[config.mk]
export PLATFORM = sky130hd
export DESIGN_NAME = bcd_updown_counter_n
export DESIGN_NICKNAME = d
export VERILOG_FILES = /design/src/rtl/bcd_updown_counter_n.sv
export SDC_FILE = /design/constraint.sdc
export NUM_CORES = 1
export LEC_CHECK = 0
export BUFFER_PORTS_ARGS = -buffer_cell sky130_fd_sc_hd__buf_2
export CAP_MARGIN = 20
export CELL_PAD_IN_SITES_DETAIL_PLACEMENT = 1
export CELL_PAD_IN_SITES_GLOBAL_PLACEMENT = 1
export CORE_MARGIN = 3
export CORE_UTILIZATION = 45
export DETAILED_ROUTE_END_ITERATION = 10
export PLACE_DENSITY_LB_ADDON = 0.1
export SYNTH_ARGS = -nofsm -noshare
export SYNTH_HDL_FRONTEND = slang
export SYNTH_SLANG_ARGS = --single-unit
[constraint.sdc]
create_clock -name clk -period 4.84 [get_ports clk]
set_clock_uncertainty 0.2 [all_clocks]
set_input_delay 0.242 -clock clk [delete_from_list [all_inputs] [get_ports clk]]
set_output_delay 0.242 -clock clk [all_outputs]
set_load 0.01 [all_outputs]
[src/rtl/bcd_updown_counter_n.sv]
// N-digit BCD up/down event counter with tick prescaler, parallel load,
// wrap/overflow reporting and active-low 7-segment drive per digit.
module bcd_updown_counter_n #(
  parameter int DIGITS   = 3,
  parameter int TICK_DIV = 50000000,
  parameter int BLANK_LZ = 0
) (
  input  logic                  clk,
  input  logic                  aclr,
  input  logic                  enable,
  input  logic                  up_dn,
  input  logic                  load,
  input  logic [4*DIGITS-1:0]   load_val,
  input  logic                  clr_ovf,
  output logic [4*DIGITS-1:0]   bcd,
  output logic [7*DIGITS-1:0]   seg,
  output logic                  tick,
  output logic                  wrap,
  output logic                  ovf,
  output logic                  load_err
);

  localparam int PW = (TICK_DIV > 1) ? $clog2(TICK_DIV) : 1;
  localparam logic [PW-1:0] PS_MAX = PW'(TICK_DIV - 1);

  logic [PW-1:0]       ps_cnt;
  logic [4*DIGITS-1:0] bcd_q;
  logic [4*DIGITS-1:0] bcd_step;
  logic [4*DIGITS-1:0] bcd_load;
  logic                all_edge;
  logic                load_bad;
  logic                step_run;
  logic [3:0]          step_d;
  logic [3:0]          ld_nib;

  function automatic logic [6:0] seg7(input logic [3:0] d);
    case (d)
      4'd0:    seg7 = 7'b0000001;
      4'd1:    seg7 = 7'b1001111;
      4'd2:    seg7 = 7'b0010010;
      4'd3:    seg7 = 7'b0000110;
      4'd4:    seg7 = 7'b1001100;
      4'd5:    seg7 = 7'b0100100;
      4'd6:    seg7 = 7'b0100000;
      4'd7:    seg7 = 7'b0001111;
      4'd8:    seg7 = 7'b0000000;
      4'd9:    seg7 = 7'b0000100;
      default: seg7 = 7'b1111111;
    endcase
  endfunction

  // A digit steps only while every lower digit sits at its rollover value.
  always_comb begin
    bcd_step = bcd_q;
    step_run = 1'b1;
    step_d   = 4'd0;
    for (int i = 0; i < DIGITS; i++) begin
      step_d = bcd_q[4*i +: 4];
      if (up_dn) begin
        if (step_run) bcd_step[4*i +: 4] = (step_d == 4'd9) ? 4'd0 : step_d + 4'd1;
        step_run = step_run && (step_d == 4'd9);
      end else begin
        if (step_run) bcd_step[4*i +: 4] = (step_d == 4'd0) ? 4'd9 : step_d - 4'd1;
        step_run = step_run && (step_d == 4'd0);
      end
    end
    all_edge = step_run;
  end

  always_comb begin
    bcd_load = '0;
    load_bad = 1'b0;
    ld_nib   = 4'd0;
    for (int i = 0; i < DIGITS; i++) begin
      ld_nib = load_val[4*i +: 4];
      if (ld_nib > 4'd9) load_bad = 1'b1;
      else               bcd_load[4*i +: 4] = ld_nib;
    end
  end

  always_ff @(posedge clk or negedge aclr) begin
    if (!aclr) begin
      ps_cnt   <= '0;
      bcd_q    <= '0;
      tick     <= 1'b0;
      wrap     <= 1'b0;
      ovf      <= 1'b0;
      load_err <= 1'b0;
    end else begin
      tick     <= 1'b0;
      wrap     <= 1'b0;
      load_err <= 1'b0;
      if (load) begin
        ps_cnt   <= '0;
        bcd_q    <= bcd_load;
        load_err <= load_bad;
      end else begin
        if (enable) begin
          if (ps_cnt == PS_MAX) begin
            ps_cnt <= '0;
            tick   <= 1'b1;
          end else begin
            ps_cnt <= ps_cnt + PW'(1);
          end
        end
        if (tick) begin
          bcd_q <= bcd_step;
          wrap  <= all_edge;
        end
      end
      // The registered wrap pulse sets the flag, so a clear in that cycle loses.
      if (wrap)         ovf <= 1'b1;
      else if (clr_ovf) ovf <= 1'b0;
    end
  end

  assign bcd = bcd_q;

  logic       zero_above;
  logic [6:0] seg_pat;

  always_comb begin
    seg        = '1;
    zero_above = 1'b1;
    seg_pat    = 7'b1111111;
    for (int i = DIGITS - 1; i >= 0; i--) begin
      zero_above = zero_above && (bcd_q[4*i +: 4] == 4'd0);
      seg_pat    = seg7(bcd_q[4*i +: 4]);
      if ((BLANK_LZ != 0) && (i > 0) && zero_above) seg_pat = 7'b1111111;
      seg[7*i +: 7] = seg_pat;
    end
  end

endmodule
==> results.txt <==
* Part of the Yosys area used for sequential elements: 0.333
- Worst stage delay on the critical path: 0.55 ns
- Setup slack of the most critical reg-to-reg path: 2.47 ns
- The area growth from synthesis to layout is 13.6%.
- Critical path startpoint: bcd[8]$_DFFE_PN0P_
- Measured in cells, the most critical reg-to-reg path has a length of 7.
- The filler cells instantiated in the layout total 840.
* Number of enable flip-flop cells after synthesis: 0
* Worst-path maximum fanout: 11
* Tightest Pin Transition: 0.951 ns
- Counting every net in the synthesized netlist gives 432.
* Top cells by count, synth: sky130_fd_sc_hd__nor2_1 (56), sky130_fd_sc_hd__dfrtp_1 (42), sky130_fd_sc_hd__nand2_1 (33)
- Dividing the final minimum period by the clock period gives 0.490.
- Static timing analysis puts the maximum clock frequency at 421 MHz.
- Setup repair bufs after CTS: 0
* IR Drop Worst-Case VDD: 0.146 mV
* Number of sinks driven by the clock tree: 42
- During placement, the flow inserted port buffers numbering 54.
- The clock tree synthesis step divided the H-tree into 2 levels.
- The largest individual stage delay along the critical path comes from the cell sky130_fd_sc_hd__dfrtp_1.
- After clock tree synthesis, the clock-pin slew on the worst setup and hold paths is 0.08 ns.
- The floorplan has 29 rows.
- Vias/cell: 5.68
- The first global-routing pass estimated 15000 µm of wire.
- Area used by multi-input combinational logic: 1960 µm²
- Crit path cell chain: inv_1 -> ha_1 -> ha_1 -> a311oi_1 -> a31oi_1 -> or3_1 -> o311ai_1
- Initial antenna violation count: 0
* Max cap viols: 0
* GP Congestion: 0.897
- Number of global-route vias before repair: 3124
- The max-slew violation count came to 0.
- The worst setup path is of the flop to flop kind.
- Count of endpoints failing setup in the final report: 0
- Grouping stages by cell kind, the critical path spends the most delay in adder cells.
- Clk Tree Root Cell: sky130_fd_sc_hd__clkbuf_8
- TritonCTS built the clock tree.
- STA puts the critical path data arrival time at 2.36 ns.
- Minimum clock period after layout: 2.37 ns
* Headroom to the max-slew limit: 0.366
- Floorplan core area: 6570 µm²
- The number of antenna diodes in the final layout is 0.
- Clock latency on the worst-skew pair, taken at its later pin, is 0.29 ns.
- The biggest area contributor in the post-synthesis netlist is sky130_fd_sc_hd__dfrtp_1.
- The longest clock path from root to sink contains 2 buffers.
* Total half-perimeter wirelength after legalization and detailed placement: 6330 µm
* Most common cell in the netlist: sky130_fd_sc_hd__nor2_1
* Path type of the worst min-delay path: primary input to flop
- Starting density of the core: 0.481
- Number of storage elements in the synthesis netlist: 42
* Synth cell types: 52
- Buf+Inv Stages, Crit Path: 1
- Post-layout net count: 476
* First-pass iteration count of the detailed router: 4
* Leakage component of the power: 1.62 nW
* Proportion of netlist area held by the largest area contributor: 0.333
- In the final layout, flip-flops and latches occupy 1050 µm².
- Of the cells placed in the final design, the portion with a size suffix greater than 1 is 0.178.
- Setup repair after global routing left no endpoint under its margin.
- Synthesized area per cell: 7.94 µm²
* FFs w/ async S/R, synth: 1.00
- Pwr Density: 235 nW/µm²
- Count of pins on the block boundary: 55
* Antenna Violating Nets Remaining: 0
* Post-Syn Area: 3160 µm²
- Number of remaining DRC errors: 0
* Main area contributors after synthesis: sky130_fd_sc_hd__dfrtp_1 (33%), sky130_fd_sc_hd__nor2_1 (6.7%), sky130_fd_sc_hd__ha_1 (6.3%), sky130_fd_sc_hd__xor2_1 (5.5%), sky130_fd_sc_hd__nand3_1 (5.1%)
- Pin count of the biggest net entering global routing: 43
- Total power of the final layout: 0.000844 W
- Most used cell along the critical path: sky130_fd_sc_hd__ha_1
- Run status: complete, no violations
- Capture instance of the worst register-to-register path: bcd[10]$_DFFE_PN0P_
* Number of buffers added by the clock tree synthesis step: 5
* Stages on the worst setup path: 7
* Congestion Overflow GR: 0
* Type of element capturing the critical path: flop
- Die Area: 8060 µm²
- At the worst endpoint, the required time is 4.82 ns.
- Vias after detailed routing: 3046
- Overall track demand over capacity in global routing: 0.218
* Worst Setup EP: bcd[10]$_DFFE_PN0P_
- Count of synthesis-stage warnings from yosys: 0
* Detailed Route WL: 8730 µm
- Synthesis produced 398 cells.
- Final setup TNS: 0 ns
- Dominant synthesized flop cell: sky130_fd_sc_hd__dfrtp_1
* Reg-to-reg critical path startpoint: bcd[8]$_DFFE_PN0P_
- Dividing the detail-routed wire length by the instance count gives 16.3 µm.
- Chip Width: 89.8 µm
- 1st-iter DRT viols: 114
- STA classifies the critical path startpoint as a flop.
- Final Hold Fails: 0
- Y dimension of the die: 89.8 µm
## repair_timing
action | in CTS | in global routing
hold buffers | 4 | 0
endpoints found under the hold margin | 45 | 0
gates resized for setup | 0 | 0
endpoints found under the setup margin | 0 | 0
## layout make-up
class / instances / share of cell area
Clock buffer: 6 / 0.0230
Clock inverter: 2 / 0.00349
Inverter: 16 / 0.0167
Multi-Input combinational cell: 319 / 0.545
Sequential cell: 42 / 0.293
Tap cell: 93 / 0.0324
Timing Repair Buffer: 58 / 0.0865
## worst min-delay path, stage by stage
cell                     delay [ns]
sky130_fd_sc_hd__buf_2         0.10
sky130_fd_sc_hd__inv_1         0.04
sky130_fd_sc_hd__a21o_1        0.10
## sequential cells by signal, indices dropped and copies added (netlist names)
name,cells
ovf,1
wrap,1
tick,1
ps_cnt,26
bcd,12
load_err,1
## stage by stage
stage | util | instance area (µm²) | instances | hold WS (ns) | worst slack, ns
floorplan | - | 3160 | 398 | -0.254 | 2.63
global placement | 0.526 | 3450 | 524 | 0.229 | 2.61
detailed placement | 0.526 | 3450 | 524 | 0.236 | 2.48
CTS | 0.546 | 3590 | 536 | 0.0119 | 2.47
global route | 0.546 | 3590 | 536 | 0.0305 | 2.29
finish | 0.546 | 3590 | 536 | 0.0154 | 2.47
## worst min-delay path by stage
stage | start | to | cells after the start
2_1_floorplan | aclr | bcd[0]$_DFFE_PN0P_ | 0
3_3_place_gp | aclr | ps_cnt[25]$_DFFE_PN0P_ | 1
3_5_place_dp | aclr | ps_cnt[25]$_DFFE_PN0P_ | 1
4_1_cts | clr_ovf | ovf$_DFFE_PN0P_ | 3
5_1_grt | load_val[7] | bcd[7]$_DFFE_PN0P_ | 3
6_report | clr_ovf | ovf$_DFFE_PN0P_ | 3
## cells in the final DEF (no fill, tap or decap), drive strengths merged, types with 3 or more instances in the layout
cell type	instances
nor2	56
buf	54
dfrtp	42
nand2	34
nand3	32
a21oi	29
o21ai	23
xor2	20
ha	16
inv	16
a31oi	13
nand4	10
nand2b	8
nand3b	8
o211ai	7
clkbuf	6
and3	5
or3	5
nor3	5
nor4	5
dlygate4sd3	4
or2	4
nor3b	4
mux2i	3
or4	3
a311oi	3
o31ai	3
o22ai	3
## power breakdown
group          leakage, nW  internal (W)  switching [W]
Combinational        0.998     0.0000875       0.000133
Clock               0.0472      0.000115       0.000121
Sequential           0.571      0.000360      0.0000276
Total                 1.62      0.000562       0.000282
## kinds of logic (layout without fill, tap and decap cells)
group | count (synthesis) | after routing | synth area share
AO/OA/AOI/OAI | 95 | 95 | 0.184
XOR/XNOR | 22 | 22 | 0.0610
adder cells (fa/ha/maj) | 16 | 16 | 0.0634
buffers and inverters | 37 | 82 | 0.0483
flip-flops | 42 | 42 | 0.333
multiplexers | 3 | 3 | 0.00951
AND/OR/NAND/NOR | 183 | 183 | 0.301
## layer usage
| layer | vias to the layer above | part of all wire | track usage |
|---|---|---|---|
| met4 | 0 | 0.020 | 0.0690 |
| met1 | 1480 | 0.46 | 0.283 |
| met3 | 14 | 0.032 | 0.0275 |
| met5 | - | 0 | 0 |
| met2 | 51 | 0.49 | 0.379 |
| li1 | 1501 | - | - |
No activity file was read; power rests on OpenSTA's default activity.
